--- config.mk ---
export PLATFORM = sky130hd
export DESIGN_NAME = multi_lane_judge_flat
export DESIGN_NICKNAME = d
export VERILOG_FILES = /design/src/rtl/multi_lane_judge_pkg.sv /design/src/rtl/multi_lane_judge_if.sv /design/src/rtl/lane_input_cond.sv /design/src/rtl/multi_lane_judge.sv /design/src/flat_wrapper.sv
export SDC_FILE = /design/constraint.sdc
export NUM_CORES = 1
export LEC_CHECK = 0
export BUFFER_PORTS_ARGS = -buffer_cell sky130_fd_sc_hd__buf_2
export CAP_MARGIN = 20
export CORE_MARGIN = 1
export CORE_UTILIZATION = 50
export DETAILED_ROUTE_END_ITERATION = 8
export PLACE_DENSITY = 0.73
export SLEW_MARGIN = 20
export SYNTH_ARGS = -nofsm -noshare
export SYNTH_HDL_FRONTEND = slang
export SYNTH_SLANG_ARGS = --single-unit
--- constraint.sdc ---
create_clock -name clk -period 4.96 [get_ports clk]
set_input_delay 0.992 -clock clk [delete_from_list [all_inputs] [get_ports clk]]
set_output_delay 0.992 -clock clk [all_outputs]
set_load 0.02 [all_outputs]
--- src/rtl/multi_lane_judge_pkg.sv ---
// Shared grade encodings, point values and small helpers for multi_lane_judge.
// Optional debounce is enabled with JUDGE_DEBOUNCE_EN.
package multi_lane_judge_pkg;

    typedef enum logic [1:0] {
        GRADE_NONE    = 2'd0,
        GRADE_MISS    = 2'd1,
        GRADE_GOOD    = 2'd2,
        GRADE_PERFECT = 2'd3
    } grade_e;

    localparam logic [1:0] PTS_GOOD    = 2'd1;
    localparam logic [1:0] PTS_PERFECT = 2'd2;

    // Base points per event: up to 8 lanes x 2 points.
    localparam int HIT_CNT_W = 4;
    localparam int EVT_PTS_W = 5;
    localparam int PTS_W     = 6;

    function automatic logic [HIT_CNT_W-1:0] count_ones8(input logic [7:0] v);
        logic [HIT_CNT_W-1:0] n;
        n = 4'd0;
        for (int i = 0; i < 8; i++) begin
            n = n + {3'b000, v[i]};
        end
        return n;
    endfunction

endpackage

--- src/rtl/multi_lane_judge_if.sv ---
// Game-side bus of the hit judge: lane inputs, scroll timing, grades and score.
interface multi_lane_judge_if #(
    parameter int LANES    = 2,
    parameter int OFFSET_W = 3,
    parameter int SCORE_W  = 16,
    parameter int COMBO_W  = 8
);
    logic                  start;
    logic                  game_active;
    logic [LANES-1:0]      button;
    logic [LANES-1:0]      note_at_judge;
    logic [OFFSET_W-1:0]   offset;
    logic                  step;
    logic [LANES-1:0]      delete;
    logic [2*LANES-1:0]    grade;
    logic [LANES-1:0]      grade_vld;
    logic [SCORE_W-1:0]    score;
    logic [COMBO_W-1:0]    combo;
    logic [COMBO_W-1:0]    max_combo;

    modport master (
        output start, game_active, button, note_at_judge, offset, step,
        input  delete, grade, grade_vld, score, combo, max_combo
    );

    modport slave (
        input  start, game_active, button, note_at_judge, offset, step,
        output delete, grade, grade_vld, score, combo, max_combo
    );
endinterface

--- src/rtl/lane_input_cond.sv ---
// One lane button: 2-FF synchroniser, optional debounce (JUDGE_DEBOUNCE_EN),
// rising-edge detect producing a single-cycle press.
module lane_input_cond
`ifdef JUDGE_DEBOUNCE_EN
#(
    parameter int DEBOUNCE_CYC = 65536
)
`endif
(
    input  logic clk,
    input  logic rst,
    input  logic button,
    output logic press
);

    logic [1:0] sync_r;
    logic       level_s;
    logic       prev_r;

    // Bring the raw asynchronous button into the clock domain.
    always_ff @(posedge clk or posedge rst) begin
        if (rst) begin
            sync_r <= 2'b00;
        end else begin
            sync_r <= {sync_r[0], button};
        end
    end

`ifdef JUDGE_DEBOUNCE_EN
    localparam int CNT_W = $clog2(DEBOUNCE_CYC + 1);

    logic [CNT_W-1:0] cnt_r;
    logic             stable_r;

    // Accept a new level only after it has held for DEBOUNCE_CYC cycles.
    always_ff @(posedge clk or posedge rst) begin
        if (rst) begin
            cnt_r    <= {CNT_W{1'b0}};
            stable_r <= 1'b0;
        end else if (sync_r[1] == stable_r) begin
            cnt_r    <= {CNT_W{1'b0}};
        end else if (cnt_r == CNT_W'(DEBOUNCE_CYC - 1)) begin
            cnt_r    <= {CNT_W{1'b0}};
            stable_r <= sync_r[1];
        end else begin
            cnt_r    <= cnt_r + {{(CNT_W-1){1'b0}}, 1'b1};
        end
    end

    assign level_s = stable_r;
`else
    assign level_s = sync_r[1];
`endif

    // Previous level for rising-edge detection.
    always_ff @(posedge clk or posedge rst) begin
        if (rst) begin
            prev_r <= 1'b0;
        end else begin
            prev_r <= level_s;
        end
    end

    assign press = level_s & ~prev_r;

endmodule

--- src/rtl/multi_lane_judge.sv ---
// N-lane hit judge: grades presses against the judge row, detects misses on
// scroll steps, keeps saturating score/combo/max_combo. Debounce: JUDGE_DEBOUNCE_EN.
module multi_lane_judge
    import multi_lane_judge_pkg::*;
#(
    parameter int LANES        = 2,
    parameter int OFFSET_W     = 3,
    parameter int PERFECT_LO   = 2,
    parameter int PERFECT_HI   = 5,
    parameter int SCORE_W      = 16,
    parameter int COMBO_W      = 8,
    parameter int BONUS_TH     = 50,
    parameter int DEBOUNCE_CYC = 65536
) (
    input  logic                 clk,
    input  logic                 rst,
    multi_lane_judge_if.slave    bus
);

    if (LANES < 1 || LANES > 8 || PERFECT_LO > PERFECT_HI || DEBOUNCE_CYC < 1) begin : g_bad_cfg
        $error("multi_lane_judge: unsupported parameter set");
    end

    logic [LANES-1:0]      press_s;
    logic [LANES-1:0]      hit_s;
    logic [LANES-1:0]      miss_s;
    logic                  perfect_s;
    logic [HIT_CNT_W-1:0]  hit_cnt_s;
    logic [EVT_PTS_W-1:0]  pts_base_s;
    logic [2*LANES-1:0]    grade_nxt_s;
    logic [PTS_W-1:0]      pts_eff_s;
    logic [SCORE_W:0]      score_sum_s;
    logic [SCORE_W-1:0]    score_nxt_s;
    logic [COMBO_W:0]      combo_sum_s;
    logic [COMBO_W-1:0]    combo_nxt_s;

    logic [LANES-1:0]      judged_r;
    logic [LANES-1:0]      delete_r;
    logic [LANES-1:0]      grade_vld_r;
    logic [2*LANES-1:0]    grade_r;
    logic [EVT_PTS_W-1:0]  evt_pts_r;
    logic [HIT_CNT_W-1:0]  evt_hits_r;
    logic                  evt_miss_r;
    logic [SCORE_W-1:0]    score_r;
    logic [COMBO_W-1:0]    combo_r;
    logic [COMBO_W-1:0]    max_combo_r;

    for (genvar g = 0; g < LANES; g++) begin : g_lane
`ifdef JUDGE_DEBOUNCE_EN
        lane_input_cond #(.DEBOUNCE_CYC(DEBOUNCE_CYC)) u_cond (
`else
        lane_input_cond u_cond (
`endif
            .clk    (clk),
            .rst    (rst),
            .button (bus.button[g]),
            .press  (press_s[g])
        );
    end

    // Judge: offset is shared by all lanes, so every hit this cycle has one grade.
    always_comb begin
        hit_s       = {LANES{1'b0}};
        miss_s      = {LANES{1'b0}};
        grade_nxt_s = grade_r;
        perfect_s   = (bus.offset >= OFFSET_W'(PERFECT_LO)) &&
                      (bus.offset <= OFFSET_W'(PERFECT_HI));
        for (int i = 0; i < LANES; i++) begin
            hit_s[i]  = press_s[i] & bus.note_at_judge[i] & ~judged_r[i] &
                        bus.game_active & ~bus.start;
            miss_s[i] = bus.step & bus.note_at_judge[i] & ~judged_r[i] & ~hit_s[i] &
                        bus.game_active & ~bus.start;
            if (hit_s[i]) begin
                grade_nxt_s[2*i +: 2] = perfect_s ? GRADE_PERFECT : GRADE_GOOD;
            end else if (miss_s[i]) begin
                grade_nxt_s[2*i +: 2] = GRADE_MISS;
            end else begin
                grade_nxt_s[2*i +: 2] = grade_r[2*i +: 2];
            end
        end
        hit_cnt_s  = count_ones8(8'(hit_s));
        pts_base_s = EVT_PTS_W'(hit_cnt_s) *
                     EVT_PTS_W'(perfect_s ? PTS_PERFECT : PTS_GOOD);
    end

    // Apply the previous cycle's event; bonus uses combo before this update.
    always_comb begin
        if (int'(combo_r) >= BONUS_TH) begin
            pts_eff_s = {evt_pts_r, 1'b0};
        end else begin
            pts_eff_s = {1'b0, evt_pts_r};
        end
        score_sum_s = {1'b0, score_r} + (SCORE_W+1)'(pts_eff_s);
        if (score_sum_s[SCORE_W]) begin
            score_nxt_s = {SCORE_W{1'b1}};
        end else begin
            score_nxt_s = score_sum_s[SCORE_W-1:0];
        end
        combo_sum_s = {1'b0, combo_r} + (COMBO_W+1)'(evt_hits_r);
        if (evt_miss_r) begin
            combo_nxt_s = {COMBO_W{1'b0}};
        end else if (combo_sum_s[COMBO_W]) begin
            combo_nxt_s = {COMBO_W{1'b1}};
        end else begin
            combo_nxt_s = combo_sum_s[COMBO_W-1:0];
        end
    end

    // Judge pulses, judged flags, pending event and the score counters.
    always_ff @(posedge clk or posedge rst) begin
        if (rst) begin
            judged_r    <= {LANES{1'b0}};
            delete_r    <= {LANES{1'b0}};
            grade_vld_r <= {LANES{1'b0}};
            grade_r     <= {(2*LANES){1'b0}};
            evt_pts_r   <= {EVT_PTS_W{1'b0}};
            evt_hits_r  <= {HIT_CNT_W{1'b0}};
            evt_miss_r  <= 1'b0;
            score_r     <= {SCORE_W{1'b0}};
            combo_r     <= {COMBO_W{1'b0}};
            max_combo_r <= {COMBO_W{1'b0}};
        end else if (bus.start) begin
            judged_r    <= {LANES{1'b0}};
            delete_r    <= {LANES{1'b0}};
            grade_vld_r <= {LANES{1'b0}};
            evt_pts_r   <= {EVT_PTS_W{1'b0}};
            evt_hits_r  <= {HIT_CNT_W{1'b0}};
            evt_miss_r  <= 1'b0;
            score_r     <= {SCORE_W{1'b0}};
            combo_r     <= {COMBO_W{1'b0}};
            max_combo_r <= {COMBO_W{1'b0}};
        end else begin
            // A hit in the step cycle judges the outgoing note, so the flag need not survive.
            judged_r    <= bus.step ? {LANES{1'b0}} : (judged_r | hit_s);
            delete_r    <= hit_s;
            grade_vld_r <= hit_s | miss_s;
            grade_r     <= grade_nxt_s;
            evt_pts_r   <= pts_base_s;
            evt_hits_r  <= hit_cnt_s;
            evt_miss_r  <= |miss_s;
            score_r     <= score_nxt_s;
            combo_r     <= combo_nxt_s;
            max_combo_r <= (combo_r > max_combo_r) ? combo_r : max_combo_r;
        end
    end

    assign bus.delete    = delete_r;
    assign bus.grade_vld = grade_vld_r;
    assign bus.grade     = grade_r;
    assign bus.score     = score_r;
    assign bus.combo     = combo_r;
    assign bus.max_combo = max_combo_r;

endmodule

--- src/flat_wrapper.sv ---
// flat-port wrapper written by rule: the top's interface ports become plain ports
module multi_lane_judge_flat import multi_lane_judge_pkg::*;
#(
    parameter int LANES        = 2,
    parameter int OFFSET_W     = 3,
    parameter int PERFECT_LO   = 2,
    parameter int PERFECT_HI   = 5,
    parameter int SCORE_W      = 16,
    parameter int COMBO_W      = 8,
    parameter int BONUS_TH     = 50,
    parameter int DEBOUNCE_CYC = 65536
)
  (clk, rst, bus_start, bus_game_active, bus_button, bus_note_at_judge, bus_offset, bus_step, bus_delete, bus_grade, bus_grade_vld, bus_score, bus_combo, bus_max_combo);
  multi_lane_judge_if #(.LANES(LANES), .OFFSET_W(OFFSET_W), .SCORE_W(SCORE_W), .COMBO_W(COMBO_W)) bus_i ();
  input  logic clk;
  input  logic rst;
  input wire logic [$bits(bus_i.start)-1:0] bus_start;
  input wire logic [$bits(bus_i.game_active)-1:0] bus_game_active;
  input wire logic [$bits(bus_i.button)-1:0] bus_button;
  input wire logic [$bits(bus_i.note_at_judge)-1:0] bus_note_at_judge;
  input wire logic [$bits(bus_i.offset)-1:0] bus_offset;
  input wire logic [$bits(bus_i.step)-1:0] bus_step;
  output wire logic [$bits(bus_i.delete)-1:0] bus_delete;
  output wire logic [$bits(bus_i.grade)-1:0] bus_grade;
  output wire logic [$bits(bus_i.grade_vld)-1:0] bus_grade_vld;
  output wire logic [$bits(bus_i.score)-1:0] bus_score;
  output wire logic [$bits(bus_i.combo)-1:0] bus_combo;
  output wire logic [$bits(bus_i.max_combo)-1:0] bus_max_combo;
  assign bus_i.start = bus_start;
  assign bus_i.game_active = bus_game_active;
  assign bus_i.button = bus_button;
  assign bus_i.note_at_judge = bus_note_at_judge;
  assign bus_i.offset = bus_offset;
  assign bus_i.step = bus_step;
  assign bus_delete = bus_i.delete;
  assign bus_grade = bus_i.grade;
  assign bus_grade_vld = bus_i.grade_vld;
  assign bus_score = bus_i.score;
  assign bus_combo = bus_i.combo;
  assign bus_max_combo = bus_i.max_combo;
  multi_lane_judge #(.LANES(LANES), .OFFSET_W(OFFSET_W), .PERFECT_LO(PERFECT_LO), .PERFECT_HI(PERFECT_HI), .SCORE_W(SCORE_W), .COMBO_W(COMBO_W), .BONUS_TH(BONUS_TH), .DEBOUNCE_CYC(DEBOUNCE_CYC)) u_core (.clk(clk), .rst(rst), .bus(bus_i));
endmodule
# Yosys cells after proc, flatten, opt, wreduce, memory -nomap -nowiden
# Index checks and enable logic that the tools add are counted.
dict set report op_classes {
  n_addsub 3
  mul 1
  order_cmp 4
  muxes 21
  bitwise_logic 29
  reduce_logical 7
}
# cell count
set ops {}
lappend ops {{8-bit 2-to-1 mux} 5}
lappend ops {{16-bit 2-to-1 mux} 2}
lappend ops {{1-bit bitwise AND} 20}
lappend ops {{2-bit 2-to-1 mux} 9}
lappend ops {{16-bit by 6-bit adder with 17-bit output} 1}
lappend ops {{8-bit by 4-bit adder with 9-bit output} 1}
lappend ops {{8-bit by 6-bit >= comparator with 1-bit output, second input constant} 1}
lappend ops {{8-bit > comparator} 1}
lappend ops {{1-bit inverter} 7}
lappend ops {{6-bit 2-to-1 mux} 1}
lappend ops {{2-bit nonzero test} 3}
lappend ops {{4-bit by 5-bit multiplier with 5-bit output} 1}
lappend ops {{5-bit 2-to-1 mux} 1}
lappend ops {{4-bit 2-to-1 mux} 1}
lappend ops {{2-bit OR} 2}
lappend ops {{2-bit AND reduction} 2}
lappend ops {{3-bit by 2-bit >= comparator with 1-bit output, second input constant} 1}
lappend ops {{3-bit <= comparator, second input constant} 1}
lappend ops {{1-bit by 1-bit adder with 2-bit output} 1}
lappend ops {{1-bit 2-to-1 mux} 2}
lappend ops {{2-bit OR reduction} 1}
lappend ops {{1-bit logical AND} 1}
dict set report totals {
  ff_bits 58
  input_bits 12
  output_inout_bits 40
  elab_cells 80
}

# Depth between registers and ports, before layout
# Gate-level depths: netlist of run 1.
dict set report logic_depth {
  ltp_word 12
  ltp_mapped 12
  mapped_depth_nobuf 11
}

# Cells and area by module
# From an unflattened synthesis of run 1, not the netlist that was laid out.
dict set report unflattened {
  cells_unflattened 270
  area_unflattened_um2 2808.9
}
# mod n_inst cells_per_inst area_per_inst_um2 seq_area_each_um2
set modules_own_cells {}
lappend modules_own_cells {multi_lane_judge 1 260 2623.8 1226.2}
lappend modules_own_cells {lane_input_cond 2 5 92.6 75.1}

# Least setup slack after synthesis of run 1
# No wires, ideal clock.
dict set report synth_path {
  kind {register to register}
  from {reg u_core.combo_r[4] (netlist: u_core.bus.combo[4])}
  to {reg u_core.score_r[9] (netlist: u_core.bus.score[9])}
  setup_time_ns 0.111
  arrival_time_ns 2.608
  t_required_ns 4.849
  slack_ns 2.240
  stages_incl_launch_ff 11
  path_buffers 0
  period_less_slack_ns 2.720
  cell_sequence {dfrtp_1 nand2_1 o21ai_1 mux2_2 inv_1 fa_1 nand2b_1 a21oi_2 o2111ai_2 nor3b_1 a2111oi_2}
}
dict set report synth_between {
  elab_chain_cells 5
}
# item line
set synth_rtl {}
lappend synth_rtl {{start, declared} multi_lane_judge.sv:45} ;# logic [COMBO_W-1:0] combo_r;
lappend synth_rtl {{start signal, assigned} multi_lane_judge.sv:120} ;# combo_r <= {COMBO_W{1'b0}};
lappend synth_rtl {{start signal, assigned} multi_lane_judge.sv:130} ;# combo_r <= {COMBO_W{1'b0}};
lappend synth_rtl {{start signal, assigned} multi_lane_judge.sv:142} ;# combo_r <= combo_nxt_s;
lappend synth_rtl {{8-bit by 6-bit >= comparator with 1-bit output} multi_lane_judge.sv:88} ;# if (int'(combo_r) >= BONUS_TH) begin
lappend synth_rtl {{6-bit 2-to-1 mux} multi_lane_judge.sv:88}
lappend synth_rtl {{16-bit by 6-bit adder with 17-bit output} multi_lane_judge.sv:93} ;# score_sum_s = {1'b0, score_r} + (SCORE_W+1)'(pts_eff_s);
lappend synth_rtl {{16-bit 2-to-1 mux} multi_lane_judge.sv:94} ;# if (score_sum_s[SCORE_W]) begin
lappend synth_rtl {{16-bit 2-to-1 mux} multi_lane_judge.sv:122} ;# end else if (bus.start) begin
lappend synth_rtl {{end signal, assigned} multi_lane_judge.sv:119} ;# score_r <= {SCORE_W{1'b0}};
lappend synth_rtl {{end signal, assigned} multi_lane_judge.sv:129} ;# score_r <= {SCORE_W{1'b0}};
lappend synth_rtl {{end signal, assigned} multi_lane_judge.sv:141} ;# score_r <= score_nxt_s;
lappend synth_rtl {{end, declared} multi_lane_judge.sv:44} ;# logic [SCORE_W-1:0] score_r;
# No other way between the ends.
# A chain may end at the register's enable or synchronous reset.

# Final worst setup path of run 1
# Same ends and word-level chain as after synthesis.

==> results.tsv, run 1 <==
metric	value	unit
total_power	793	uW
drt_iter0_markers	125	
nets	359	
hold-worst-slack	363	ps
clock_latency	310	ps
r2r-end	u_core.bus.score[9]	
dpl.hpwl	3800	microns
clockRootBuffer	clkbuf_8	
timing.rr.start	u_core.bus.combo[4]	
path_cells	nand2_1 > o21ai_1 > mux2_2 > inv_1 > fa_1 > nand2b_1 > a21oi_2 > o2111ai_2 > nor3b_1 > a2111oi_2	
stdcell_area	0.00322	sq mm
avgRoutedWirePerCell	13.1	microns
die_h	77.0	microns
grt_overflow	0	
antenna_found_initial	0	
grt_setup_unrepaired	false	
multi_input_area	0.00130	sq mm
cp_max_fo	13	
relSlewSlack	53.5	%
startpoint_type	flip-flop	
antenna_cells	0	
min_path_cells	0	
rrSetupSlack	1760	ps
cts_buffers	5	
setup_viol	0	
period_needed	3200	ps
yosys-top-cells-area	dfrtp_1 49%, ha_1 7.6%, a21oi_1 4.3%	
die_area	0.00593	sq mm
pin_count	52	
setup_slack	1760	ps
cts.sinks	55	
grt_usage	19.4	%
hold_buffers	0	
synth_top_area_share	48.9	%
io_buffers	50	
path_clk_slew	110	ps
hold_viol	0	
dpl_cell_area	0.00313	sq mm
hold_path_class	flip-flop to flip-flop	
peakVddDrop	0.142	mV
dp_slack	1760	ps
regArea	0.00138	sq mm
antenna_left	0	
h-tree-depth	2	
cp.arrival	3410	ps
final_core_util	61.2	%
synth-edff-count	0	
status	finished, final reports clean	
drv_slew	0	
critPathSlowestCell	dfrtp_1	
synth_top_area_cell	dfrtp_1	
crit_required	5180	ps
fin_setup_tns	0	ps
grt_pass1_wl	9200	microns
cts_tree	yes	
clk_path_buf_depth	2	
async_flop_share	100	%
post_cts_resized	0	
num_vias	2131	
maxCapViolations	0	
yosysUniqueCellTypes	54	
routabilityCongestion	0.814	
coreArea	0.00527	sq mm
area_growth	14.5	%
drive_gt1_share	22.8	%
final_cells	399	
seq_area_frac_synth	48.9	%
die_width	77.0	microns
hold_path_end	u_core.g_lane[0].u_cond.sync_r[1]	
yosys_register_bits	55	
drcViolationCount	0	
max_freq	0.313	GHz
yosysWarnings	0	
cpPeakStageDelay	490	ps
grt_max_degree	56	
synth_area	0.00282	sq mm
min_from	u_core.g_lane[0].u_cond.sync_r[0]	
fin_crit_sh	64.5	%
routed_via_density	5.34	
drt-pass1-iter-count	4	
p_leak	1.53	nW
synthCells	278	
worst_slew_pin_slew	698	ps
syn_avg_cell_area	10.1	sq um
cts_setup_buffers	0	
rows	26	
final_common_cell	dfrtp_1	
clock_skew	12.7	ps
dp.cells	391	
mostFrequentLayoutCells	55 x dfrtp_1, 50 x buf_2, 27 x nand2_1	
reg2reg_depth	10	
grt_pass1_vias	2094	
syn_nets	309	
power.density	246	mW/mm^2
initial_core_util	53.4	%
synth-main-ff-cell	dfrtp_1	
critical_path_class	flip-flop to flip-flop	
cp-end-kind	flip-flop	
wl	5240	microns
fillers	468	
power by group:
group / internal [mW] / total (mW) / switching [mW]
clock network: 0.105 / 0.263 / 0.158
registers: 0.460 / 0.466 / 0.00555
logic: 0.0214 / 0.0642 / 0.0427
flip-flops by register name, indices dropped and copies added (netlist names):
signal                       flops
u_core.g_lane.u_cond.prev_r      2
u_core.evt_pts_r                 4
u_core.bus.max_combo             8
u_core.evt_hits_r                2
u_core.judged_r                  2
u_core.bus.grade                 4
u_core.bus.grade_vld             2
u_core.bus.score                16
u_core.bus.combo                 8
u_core.evt_miss_r                1
u_core.g_lane.u_cond.sync_r      4
u_core.bus.delete                2
metal layers:
layer,track usage (%),part of all wire [%],up-vias,wire length (microns)
met5,0,0,-,0
met1,24.9,46,1011,2390
met4,6.79,1.3,0,70
li1,-,-,1054,-
met2,33.1,49,59,2540
met3,3.21,4.4,7,231
area by class of cell:
| type | count | area share [%] |
|---|---|---|
| Inverter | 27 | 3.14 |
| Multi-Input combinational cell | 188 | 40.4 |
| Tap cell | 70 | 2.72 |
| Clock buffer | 5 | 2.13 |
| Timing Repair Buffer | 51 | 7.99 |
| Sequential cell | 55 | 42.7 |
| Clock inverter | 3 | 0.893 |
cell families after synthesis:
kind of cell	share of synthesized area [%]
other	0.133
AND/OR/NAND/NOR	15.7
multiplexers	4.40
buffers and inverters	4.80
flip-flops	48.9
AO/OA/AOI/OAI	14.0
adder cells (fa/ha/maj)	8.98
XOR/XNOR	3.11
worst max-delay path, delay by kind of cell (launching register included):
kind / cells / cell delay, ps
AOI/OAI and AO/OA: 4 / 1290
buffers and inverters: 1 / 50
muxes: 1 / 240
DFF: 1 / 490
adders and majority gates: 1 / 430
and+or+nand+nor: 3 / 590
Yosys cell counts, types with 3 or more instances:
library cell   n
xnor2_1        3
a21oi_1       24
o21ai_0        6
dfrtp_1       55
nand4_1        3
mux2i_1        9
ha_1          17
o21a_1         3
nor2b_1        7
a211oi_1       3
o31a_1         3
nand3_1        3
nand2b_1       3
clkbuf_1       4
xor2_1         7
nand2_1       27
o21ai_1        4
mux2_2         3
and2_1         6
nor3_1         7
inv_1         24
a21o_1         3
nor2_1        16
worst max path at each step:
stage / from / endpoint / depth (start not counted) / slack (ps)
after floorplan: u_core.bus.combo[4] / u_core.bus.score[9] / 10 / 2240
after global placement: u_core.bus.combo[1] / u_core.bus.score[9] / 11 / 1800
after detailed placement: u_core.bus.combo[1] / u_core.bus.score[9] / 11 / 1760
after CTS: u_core.bus.combo[1] / u_core.bus.score[9] / 11 / 1720
after global routing: u_core.bus.combo[4] / u_core.bus.score[9] / 10 / 1460
final: u_core.bus.combo[4] / u_core.bus.score[9] / 10 / 1760
Power figures use the tool's default switching activity.
==> run 2, diff against run 1 <==
PLACE_DENSITY = 0.76   (was 0.73)
clock period = 2.9 ns   (was 4.96 ns; I/O delays follow)
==> run 2 against run 1 <==
Net effect: final area rose by 2.7%; wire length rose by 1.9%; combinational power rose by 73%; die area did not move; sequential share of layout area fell by 1.1 points; flip-flop and latch count did not move; critical path type unchanged; sequential power rose by 71%; first-iteration DRC count fell by 19%; non-clock buffer count rose by 10; fmax rose by 20%; critical path depth rose by 1.
==> results.tsv, run 2 (synthesis results as in run 1) <==
metric	value	unit
met1_length	2490	microns
antenna_cells	0	
die_h	77.0	microns
max_freq	0.376	GHz
cp.arrival	2880	ps
clk_path_buf_depth	2	
pin_count	52	
drcViolationCount	0	
r2r-end	u_core.bus.score[9]	
worst_slew_pin_slew	685	ps
drive_gt1_share	26.0	%
routabilityCongestion	0.796	
hold_path_class	flip-flop to flip-flop	
setup_viol	0	
cts_buffers	5	
grt_setup_unrepaired	false	
die_area	0.00593	sq mm
routed.top_layer	met4	
regArea	0.00138	sq mm
min_path_cells	0	
status	finished, final reports clean	
wl	5340	microns
maxCapViolations	0	
mostFrequentLayoutCells	55 x dfrtp_1, 50 x buf_2, 27 x nand2_1	
initial_core_util	53.4	%
grt_pass1_vias	2061	
clock_latency	310	ps
wl_met3	218	microns
fin_crit_sh	91.8	%
drv_slew	0	
setup_slack	237	ps
cp-end-kind	flip-flop	
timing.rr.start	u_core.bus.combo[1]	
grt_overflow	0	
total_power	1.35	mW
dpl.hpwl	3920	microns
routed_via_density	5.33	
drt_iter0_markers	101	
hold_viol	0	
grt_usage	19.3	%
dr_wl_met2	2570	microns
die_width	77.0	microns
p_leak	1.58	nW
drt-pass1-iter-count	5	
reg2reg_depth	11	
fin_setup_tns	0	ps
dp_slack	91.3	ps
startpoint_type	flip-flop	
largest_register_ffs	16	
cts.sinks	55	
grt_max_degree	56	
critical_path_class	flip-flop to flip-flop	
io_buffers	50	
period_needed	2660	ps
crit_required	3120	ps
coreArea	0.00527	sq mm
cts_setup_buffers	0	
antenna_left	0	
cp_max_fo	5	
h-tree-depth	2	
num_vias	2179	
rows	26	
min_from	u_core.g_lane[1].u_cond.sync_r[0]	
path_clk_slew	100	ps
grt_pass1_wl	9130	microns
nets	369	
hold_buffers	0	
hold_path_end	u_core.g_lane[1].u_cond.sync_r[1]	
peakVddDrop	0.381	mV
antenna_found_initial	0	
clockRootBuffer	clkbuf_8	
final_common_cell	dfrtp_1	
clock_skew	10.0	ps
rrSetupSlack	240	ps
cts_tree	yes	
multi_input_area	0.00132	sq mm
area_growth	17.6	%
power.density	406	mW/mm^2
avgRoutedWirePerCell	13.0	microns
relSlewSlack	54.4	%
fillers	449	
## run 2: changes by cell type in the layout (fill, tap and decap cells not counted)
cell        previous run  this run
buf_4                  1        11
clkinv_4               2         1
clkinvlp_4             0         1
nor3_1                 7         6
nor3_2                 0         1
o21ai_1                4         2
o21ai_2                0         2
## run 2: report_power, final
group          leakage, nW  switching [mW]  internal (mW)
clock               0.0463           0.261          0.178
sequential           0.740         0.00915          0.787
combinational        0.791          0.0734         0.0376
total                 1.58           0.343           1.00
## run 2: worst max-delay path by stage
stage | startpoint | endpoint
after floorplan | u_core.bus.combo[4] | u_core.bus.score[9]
after global placement | u_core.bus.combo[1] | u_core.bus.score[8]
after detailed placement | u_core.bus.combo[1] | u_core.bus.score[8]
after CTS | u_core.bus.combo[1] | u_core.bus.score[8]
after global routing | u_core.bus.combo[1] | u_core.bus.score[9]
final | u_core.bus.combo[1] | u_core.bus.score[9]
## run 2: critical path: stages, from the launching register on
cell and delay (ps):
dfrtp_1 400, nor3_2 230, o21ai_2 120, nor2_1 100
ha_1 190, inv_1 60, fa_1 390, nand2b_1 200
a21oi_2 220, o2111ai_2 140, nor3b_1 180, a2111oi_2 330
## run 2: final cells by class
type | count | area share (%)
clock inverter | 3 | 0.831
inverter | 27 | 3.06
multi-input combinational | 188 | 39.8
timing repair buffer | 61 | 10.1
clock buffer | 5 | 2.08
tap | 70 | 2.65
sequential | 55 | 41.6
## run 2: repair_timing
action,in CTS,in global routing
hold endpoints to repair,0,0
setup endpoints to repair,0,5
resized for setup,0,3
## run 2: metal layers
metal,vias up,global-route usage (%)
li1,1065,-
met1,1061,25.1
met2,46,32.9
met3,7,2.98
met4,0,6.79
met5,-,0
## run 2: stage by stage
| step | util, % | hold WS [ps] | cell area, sq um | std cells |
|---|---|---|---|---|
| CTS | 62.6 | 355 | 3300 | 409 |
| finish | 62.8 | 357 | 3310 | 409 |
| global placement | 60.8 | 332 | 3200 | 401 |
| detailed placement | 60.8 | 336 | 3200 | 401 |
| floorplan | - | 331 | 2820 | 278 |
| global route | 62.8 | 351 | 3310 | 409 |
